`src/rtl/video_timing_gen.sv`:
```
// video_timing_gen
//   Raster timing generator for one video mode. It sits in front of the TMDS
//   encoders. A horizontal and a vertical counter walk the raster. A single
//   output register stage turns the current (h, v) position into the pixel
//   position, data-enable and sync outputs, so every output is registered and
//   all outputs describe the same pixel.
//
// Ports
//   I_clk          in   pixel clock
//   I_rst_n        in   asynchronous active-low reset
//   I_enable       in   1 = advance the raster, 0 = freeze the raster
//   O_x, O_y       out  pixel position, one cycle behind the counters
//   O_de           out  active-video indicator
//   O_hsync        out  horizontal sync at the HS_POL active level
//   O_vsync        out  vertical sync at the VS_POL active level
//   O_ctrl_data    out  {O_vsync, O_hsync}, for the blue-channel encoder
//   O_line_start   out  one-cycle pulse when O_x == 0
//   O_frame_start  out  one-cycle pulse when O_x == 0 and O_y == 0
module video_timing_gen #(
    parameter int H_ACTIVE = 640,
    parameter int H_FP     = 16,
    parameter int H_SYNC   = 96,
    parameter int H_BP     = 48,
    parameter int V_ACTIVE = 480,
    parameter int V_FP     = 10,
    parameter int V_SYNC   = 2,
    parameter int V_BP     = 33,
    parameter bit HS_POL   = 1'b0,
    parameter bit VS_POL   = 1'b0,
    parameter int CNT_W    = 12
) (
    input  logic             I_clk,
    input  logic             I_rst_n,
    input  logic             I_enable,
    output logic [CNT_W-1:0] O_x,
    output logic [CNT_W-1:0] O_y,
    output logic             O_de,
    output logic             O_hsync,
    output logic             O_vsync,
    output logic [1:0]       O_ctrl_data,
    output logic             O_line_start,
    output logic             O_frame_start
);

    localparam int H_TOTAL = H_ACTIVE + H_FP + H_SYNC + H_BP;
    localparam int V_TOTAL = V_ACTIVE + V_FP + V_SYNC + V_BP;

    if (H_ACTIVE < 1 || H_FP < 1 || H_SYNC < 1 || H_BP < 1 ||
        V_ACTIVE < 1 || V_FP < 1 || V_SYNC < 1 || V_BP < 1 ||
        CNT_W < 1 || CNT_W > 30 ||
        H_TOTAL >= (1 << CNT_W) || V_TOTAL >= (1 << CNT_W)) begin : g_bad_params
        $error("video_timing_gen: illegal timing parameters");
    end

    localparam logic [CNT_W-1:0] H_LAST   = CNT_W'(H_TOTAL - 1);
    localparam logic [CNT_W-1:0] V_LAST   = CNT_W'(V_TOTAL - 1);
    localparam logic [CNT_W-1:0] H_ACT    = CNT_W'(H_ACTIVE);
    localparam logic [CNT_W-1:0] V_ACT    = CNT_W'(V_ACTIVE);
    localparam logic [CNT_W-1:0] HS_BEGIN = CNT_W'(H_ACTIVE + H_FP);
    localparam logic [CNT_W-1:0] HS_END   = CNT_W'(H_ACTIVE + H_FP + H_SYNC);
    localparam logic [CNT_W-1:0] VS_BEGIN = CNT_W'(V_ACTIVE + V_FP);
    localparam logic [CNT_W-1:0] VS_END   = CNT_W'(V_ACTIVE + V_FP + V_SYNC);

    logic [CNT_W-1:0] h_cnt;
    logic [CNT_W-1:0] v_cnt;

    logic de_cur;
    logic hs_act;
    logic vs_act;
    logic hs_lvl;
    logic vs_lvl;

    // Raster counters; v_cnt only moves on the h_cnt wrap.
    always_ff @(posedge I_clk or negedge I_rst_n) begin
        if (!I_rst_n) begin
            h_cnt <= '0;
            v_cnt <= '0;
        end else if (I_enable) begin
            if (h_cnt == H_LAST) begin
                h_cnt <= '0;
                v_cnt <= (v_cnt == V_LAST) ? '0 : v_cnt + 1'b1;
            end else begin
                h_cnt <= h_cnt + 1'b1;
            end
        end
    end

    // Decode of the current position. vsync depends on v_cnt alone,
    // so it only ever changes at a line boundary.
    always_comb begin
        de_cur = (h_cnt < H_ACT) && (v_cnt < V_ACT);
        hs_act = (h_cnt >= HS_BEGIN) && (h_cnt < HS_END);
        vs_act = (v_cnt >= VS_BEGIN) && (v_cnt < VS_END);
        hs_lvl = hs_act ? HS_POL : ~HS_POL;
        vs_lvl = vs_act ? VS_POL : ~VS_POL;
    end

    // Output stage. While frozen everything holds, except the start pulses,
    // which are cleared so that each one lasts exactly one cycle.
    always_ff @(posedge I_clk or negedge I_rst_n) begin
        if (!I_rst_n) begin
            O_x           <= '0;
            O_y           <= '0;
            O_de          <= 1'b0;
            O_hsync       <= ~HS_POL;
            O_vsync       <= ~VS_POL;
            O_ctrl_data   <= {~VS_POL, ~HS_POL};
            O_line_start  <= 1'b0;
            O_frame_start <= 1'b0;
        end else if (I_enable) begin
            O_x           <= h_cnt;
            O_y           <= v_cnt;
            O_de          <= de_cur;
            O_hsync       <= hs_lvl;
            O_vsync       <= vs_lvl;
            O_ctrl_data   <= {vs_lvl, hs_lvl};
            O_line_start  <= (h_cnt == '0);
            O_frame_start <= (h_cnt == '0) && (v_cnt == '0);
        end else begin
            O_line_start  <= 1'b0;
            O_frame_start <= 1'b0;
        end
    end

endmodule

```
`config.mk`:
```
export PLATFORM = sky130hd
export DESIGN_NAME = video_timing_gen
export DESIGN_NICKNAME = d
export VERILOG_FILES = /design/src/rtl/video_timing_gen.sv
export SDC_FILE = /design/constraint.sdc
export NUM_CORES = 1
export LEC_CHECK = 0
export CORE_MARGIN = 2
export CORE_UTILIZATION = 50
export DETAILED_ROUTE_END_ITERATION = 6
export GPL_TIMING_DRIVEN = 0
export PLACE_DENSITY = 0.74
export SLEW_MARGIN = 40
export SYNTH_ARGS = -nofsm -noshare
export SYNTH_HDL_FRONTEND = slang
export SYNTH_SLANG_ARGS = --single-unit
```
`constraint.sdc`:
```
create_clock -name I_clk -period 2.17 [get_ports I_clk]
set_input_delay 0.217 -clock I_clk [delete_from_list [all_inputs] [get_ports I_clk]]
set_output_delay 0.217 -clock I_clk [all_outputs]
set_load 0.01 [all_outputs]
```
==> flow_metrics.py, run 1 <==
metrics = {
    "power_and_ir_drop": {
        "vdd_drop_max_v": 0.0004686,
        "p_leak_uw": 0.001384,
        "clkPwrFrac": 0.300,
        "internal_power_uw": 1640,
        "seq_power_share": 0.512,
        "combPwrFrac": 0.188,
        "power.density_mw_per_mm2": 732.8,
        "power_switching_uw": 582.1,
        "switching_share": 0.2619,
    },
    "grt": {
        "antenna_found_initial": 0,
        "track_usage": 0.1899,
        "overflow": 0,
        "grt_pass1_vias": 1639,
        "grt_pass1_wl_mm": 8.100,
        "grt_max_degree": 31,
    },
    "layout": {
        "fin_util": 0.6379,
        "area_growth_pct": 22.30,
        "drive_above_1_share": 0.2235,
        "final_common_cell": "dfrtp_1",
        "instances_no_fill": 322,
        "most-common-layout-cells": "51 x dfrtp_1, 32 x clkdlybuf4s50_1, 24 x mux2_2",
        "fin_area_mm2": 0.003033,
        "antenna_cells": 0,
        "fin_nets": 261,
    },
    "detailed_routing": {
        "final_antenna_net_count": 0,
        "via_per_inst": 5.463,
        "postRouteWirelength_mm": 4.645,
        "avgRoutedWirePerCell_um": 14.43,
        "dr_total_vias": 1759,
        "first_pass_iters": 4,
        "drt-initial-drc-count": 75,
        "drc": 0,
    },
    "setup_path": {
        "crit_chain": "ha_1, and3_1, and4_2, buf_4, and2_2, a22o_1",
        "path_buf_inv": 1,
        "worstPathRequired_ns": 2.36,
        "start_kind": "flip-flop",
        "critPathSlowestCell": "dfrtp_1",
        "max_stage_delay_ns": 0.41,
        "worstSetupPathType": "reg2reg",
        "critPathMaxFanout": 10,
        "worst-endpoint-arrival_ns": 2.04,
        "rr_worst_depth": 6,
        "r2r-start": "h_cnt[0]",
        "reg2reg_to": "v_cnt[7]",
        "path_delay_family": "simple AND/OR/NAND/NOR gates",
        "reg2reg_slack_ns": 0.33,
        "endpoint_kind": "flip-flop",
    },
    "floorplan": {
        "coreArea_mm2": 0.004755,
        "row_count": 25,
        "fp.dieH_um": 74.43,
        "ioPinCount": 34,
        "dieWidth_um": 74.43,
        "initial_core_util": 0.5216,
        "die-area_mm2": 0.005539,
    },
    "synthesis": {
        "syn_area_per_cell_um2": 11.70,
        "syn-num-nets": 219,
        "yosysWarnings": 0,
        "synth_cells": 212,
        "synth_seq_cells": 53,
        "synthDistinctLibCells": 42,
        "yosysSeqAreaShare": 0.5358,
        "netlist_area_mm2": 0.002480,
    },
    "sta": {
        "slew_viol_final": 0,
        "fmax_ghz": 0.5427,
        "setup_slack_ns": 0.3275,
        "rsz0062_at_grt": "no",
        "setup_viol": 0,
        "relSlewSlack": 0.6664,
        "min_period_ns": 1.843,
        "tightest_slew_ns": 0.5005,
        "setup_tns_ns": 0,
        "final_hold_viol_count": 0,
        "clock_skew_ns": 0.01171,
        "fin_crit_sh": 0.8491,
    },
    "clock_network": {
        "cts_resized": 0,
        "clk_pin_slew_ns": 0.10,
        "post_cts_buffers": 0,
        "clockBufferDepth": 2,
        "cts_tree": "built",
        "cts_buffers": 5,
        "clk_latency_ns": 0.31,
        "cts.sinks": 53,
        "htreeDepth": 2,
        "cts-root-buf": "clkbuf_8",
    },
    "job": {
        "max_cap_violations": 0,
    },
    "placed_design": {
        "gp_congestion": 0.8093,
        "portBuffers": 33,
        "dpl-instance-area_mm2": 0.002912,
        "placedCellCount": 313,
        "dp_slack_ns": 0.08017,
        "dp_hpwl_mm": 3.316,
    },
    "hold_path": {
        "hp-class": "in2async",
    },
    "status": {
        "outcome": "finished, final reports clean",
    },
}
[layer usage]
layer | up-vias | GRT usage | part of all wire
met4 | 0 | 0.04762 | 0.012
met5 | - | 0 | 0
met3 | 6 | 0.04472 | 0.034
met2 | 37 | 0.2802 | 0.44
li1 | 841 | - | -
met1 | 875 | 0.2842 | 0.52
[sequential cells by signal, summed over array words and instances, names as in the netlist]
signal         cells
O_ctrl_data        1
O_de               1
O_frame_start      1
O_line_start       1
O_vsync            1
O_x               12
O_y               12
h_cnt             12
v_cnt             12
[power groups by stage]
stage / Sequential (uW) / Combinational [uW] / Clock [uW]
floorplan: 1170 / 218 / 0
finish: 1140 / 419 / 666
CTS: 1140 / 421 / 675
detailed placement: 1160 / 417 / 0
global placement: 1160 / 407 / 0
global route: 1150 / 465 / 708
[per-stage QoR]
step           total power (uW)  hold WS [ns]
4_1_cts                    2234        0.3445
2_1_floorplan              1391      -0.07859
3_3_place_gp               1563        0.4889
3_5_place_dp               1576        0.1412
6_report                   2223        0.3391
5_1_grt                    2324        0.3652
[timing repair]
action	CTS	global route
hold buffers	1	0
hold endpoints to repair	22	0
endpoints found under the setup margin	0	0
[kinds of logic after synthesis]
kind of cell / Yosys count / synth area share
adder cells (fa/ha/maj): 4 / 0.02018
AND/OR/NAND/NOR: 71 / 0.1736
buffers and inverters: 23 / 0.04692
AO/OA/AOI/OAI: 22 / 0.06004
multiplexers: 27 / 0.1211
XOR/XNOR: 12 / 0.04238
flip-flops: 53 / 0.5358
[worst max-delay path by stage]
stage / from / endpoint / slack [ns] / cells after the start
6_report: h_cnt[0] / v_cnt[7] / 0.33 / 6
4_1_cts: h_cnt[0] / v_cnt[7] / 0.33 / 6
3_3_place_gp: I_rst_n / O_x[2] / -0.71 / 1
5_1_grt: h_cnt[0] / v_cnt[7] / 0.24 / 6
3_5_place_dp: I_enable / O_y[5] / 0.08 / 4
2_1_floorplan: h_cnt[0] / v_cnt[1] / 0.50 / 6
[Yosys cell counts (all sizes together)]
| library cell | number | area [um^2] |
|---|---|---|
| nand2 | 7 | 26.28 |
| buf | 12 | 75.07 |
| o21ai | 6 | 30.03 |
| nand3 | 13 | 65.06 |
| clkbuf | 3 | 11.26 |
| inv | 8 | 30.03 |
| nor4 | 4 | 40.04 |
| ha | 4 | 50.05 |
| xnor2 | 7 | 61.31 |
| nor3 | 3 | 25.02 |
| a22o | 4 | 36.29 |
| dfstp | 2 | 52.55 |
| a21o | 5 | 41.29 |
| and3 | 6 | 38.79 |
| and4b | 1 | 10.01 |
| o311a | 1 | 10.01 |
| nand4 | 10 | 68.81 |
| or4 | 1 | 7.510 |
| dfrtp | 51 | 1276 |
| a31oi | 1 | 6.260 |
| mux2 | 24 | 270.3 |
| nor4b | 1 | 8.760 |
| mux2i | 3 | 30.03 |
| a21oi | 5 | 25.02 |
| and4 | 5 | 45.04 |
| nor2 | 15 | 56.30 |
| nand4b | 1 | 8.760 |
| and2 | 1 | 7.510 |
| xor2 | 5 | 43.79 |
| nor4bb | 1 | 10.01 |
| or3 | 1 | 6.260 |
| nor2b | 1 | 6.260 |
[layout make-up]
| class | instances | area (um^2) |
|---|---|---|
| Fill cell | 397 | 1722 |
| Sequential cell | 53 | 1329 |
| Multi-Input combinational cell | 136 | 1035 |
| Timing Repair Buffer | 35 | 357.8 |
| Buffer | 15 | 86.33 |
| Tap cell | 67 | 83.83 |
| Clock buffer | 6 | 72.57 |
| Clock inverter | 2 | 38.79 |
| Inverter | 8 | 30.03 |
[worst reg2reg max path: stages (launching register included)]
cell and delay, ns:
dfrtp_1 0.41, ha_1 0.24, and3_1 0.25, and4_2 0.24
buf_4 0.17, and2_2 0.22, a22o_1 0.21
Power figures use the tool's default switching activity.
==> run 2, diff against run 1 <==
--- a/config.mk
+++ b/config.mk
@@ -6,10 +6,10 @@
 export NUM_CORES = 1
 export LEC_CHECK = 0
 export CORE_MARGIN = 2
-export CORE_UTILIZATION = 50
+export CORE_UTILIZATION = 49
 export DETAILED_ROUTE_END_ITERATION = 6
 export GPL_TIMING_DRIVEN = 0
-export PLACE_DENSITY = 0.74
+export PLACE_DENSITY = 0.75
 export SLEW_MARGIN = 40
 export SYNTH_ARGS = -nofsm -noshare
 export SYNTH_HDL_FRONTEND = slang
==> constraint.sdc (replaced) <==
create_clock -name I_clk -period 1.5 [get_ports I_clk]
set_input_delay 0.15 -clock I_clk [delete_from_list [all_inputs] [get_ports I_clk]]
set_output_delay 0.15 -clock I_clk [all_outputs]
set_load 0.01 [all_outputs]
==> flow_metrics.py, run 2 (synthesized netlist as in run 1, its figures left out) <==
metrics = {
    "sta": {
        "setup_viol": 14,
        "fin_crit_sh": 1.146,
        "relSlewSlack": 0.7193,
        "fmax_ghz": 0.5819,
        "final_hold_viol_count": 0,
        "rsz0062_at_grt": "yes",
        "slew_viol_final": 0,
        "tightest_slew_ns": 0.4210,
        "hold_ws_ns": 0.2695,
        "setup_slack_ns": -0.2185,
        "clock_skew_ns": 0.007771,
        "min_period_ns": 1.718,
    },
    "floorplan": {
        "ioPinCount": 34,
        "row_count": 25,
        "initial_core_util": 0.5148,
        "fp.dieH_um": 75.14,
        "dieWidth_um": 75.14,
        "die-area_mm2": 0.005646,
        "coreArea_mm2": 0.004817,
    },
    "grt": {
        "grt_max_degree": 33,
        "grt_pass1_vias": 1727,
        "grt_pass1_wl_mm": 8.528,
        "antenna_found_initial": 0,
        "track_usage": 0.2001,
        "overflow": 0,
    },
    "clock_network": {
        "clk_latency_ns": 0.30,
        "cts_tree": "built",
        "cts_buffers": 5,
        "clockBufferDepth": 2,
        "cts-root-buf": "clkbuf_8",
        "htreeDepth": 2,
        "cts.sinks": 53,
        "clk_pin_slew_ns": 0.09,
    },
    "power_and_ir_drop": {
        "vdd_drop_max_v": 0.0005503,
        "total_power_uw": 3316,
        "power.density_mw_per_mm2": 1010,
        "p_leak_uw": 0.001447,
    },
    "layout": {
        "drive_above_1_share": 0.3750,
        "fin_nets": 278,
        "antenna_cells": 0,
        "final_common_cell": "dfrtp_1",
        "area_growth_pct": 32.44,
        "most-common-layout-cells": "40 x dfrtp_1, 28 x clkdlybuf4s50_1, 24 x mux2_2",
    },
    "status": {
        "violations": "setup timing",
        "outcome": "finished, violations left",
    },
    "placed_design": {
        "dp_slack_ns": -0.5174,
        "dp_hpwl_mm": 3.370,
        "gp_congestion": 0.8211,
        "portBuffers": 33,
    },
    "setup_path": {
        "crit_chain": "nor4bb_1, nand4_1, buf_6, a21o_2, a22o_1",
        "endpoint_kind": "flip-flop",
        "max_stage_delay_ns": 0.49,
        "start_kind": "flip-flop",
        "path_delay_family": "simple AND/OR/NAND/NOR gates",
        "worstSetupPathType": "reg2reg",
        "worst-endpoint-arrival_ns": 1.91,
        "path_buf_inv": 1,
        "critPathSlowestCell": "dfrtp_1",
        "worstPathRequired_ns": 1.70,
        "critPathMaxFanout": 8,
    },
    "detailed_routing": {
        "drt-initial-drc-count": 132,
        "drc": 0,
        "avgRoutedWirePerCell_um": 15.32,
        "via_per_inst": 5.555,
        "postRouteWirelength_mm": 5.195,
        "first_pass_iters": 4,
        "dr_total_vias": 1883,
        "final_antenna_net_count": 0,
    },
    "job": {
        "max_cap_violations": 0,
    },
    "hold_path": {
        "hp-class": "in2async",
    },
}
run 2: final cells by class:
class                           count  area (um^2)
Multi-Input combinational cell    136         1106
Clock inverter                      1        30.03
Buffer                             13        97.59
Clock buffer                        7        86.33
Fill cell                         370         1533
Inverter                            8        30.03
Tap cell                           67        83.83
Timing Repair Buffer               54        508.0
Sequential cell                    53         1343
run 2: worst register-to-register path, cell delays in order, from the launching register on:
cell	delay, ns
dfrtp_1	0.49
nor4bb_1	0.32
nand4_1	0.22
buf_6	0.20
a21o_2	0.18
a22o_1	0.21
run 2: metrics by stage:
stage / area, um^2 / instances / utilization / setup TNS [ns]
2_1_floorplan: 2501 / 212 / - / -0.1918
3_3_place_gp: 2915 / 312 / 0.6052 / -82.38
3_5_place_dp: 2933 / 313 / 0.6088 / -15.26
4_1_cts: 3149 / 331 / 0.6538 / -1.188
5_1_grt: 3284 / 339 / 0.6818 / -2.882
6_report: 3284 / 339 / 0.6818 / -1.779
run 2: final timing paths:
kind	from	endpoint	slack (ns)	cells past startpoint
worst max-delay path	v_cnt[3]	v_cnt[7]	-0.22	5
worst min-delay path	I_rst_n	O_x[11]	0.27	2
worst max register to register	v_cnt[3]	v_cnt[7]	-0.22	5
worst min register to register	O_vsync	O_vsync	0.51	2
max in group asynchronous	I_rst_n	O_vsync	0.70	3
min in group I_clk	O_vsync	O_vsync	0.51	2
run 2: metal layers:
layer / up-vias / GRT usage / part of all wire
met5: - / 0 / 0
met4: 0 / 0.06043 / 0.0098
met3: 4 / 0.04016 / 0.046
met2: 49 / 0.2943 / 0.47
met1: 944 / 0.3007 / 0.47
li1: 886 / - / -
run 2: power by group:
| group | internal [uW] | switching [uW] |
|---|---|---|
| combinational | 347 | 288 |
| sequential | 1570 | 117 |
| clock | 545 | 451 |
run 2: repair_timing:
| item | in CTS | in global routing |
|---|---|---|
| buffers inserted | 9 | 10 |
| gates cloned | 1 | 0 |
| pin swaps | 5 | 12 |
| endpoints found under the hold margin | 21 | 0 |
| gates resized for setup | 17 | 27 |
| hold buffers | 1 | 0 |
| endpoints found under the setup margin | 41 | 36 |
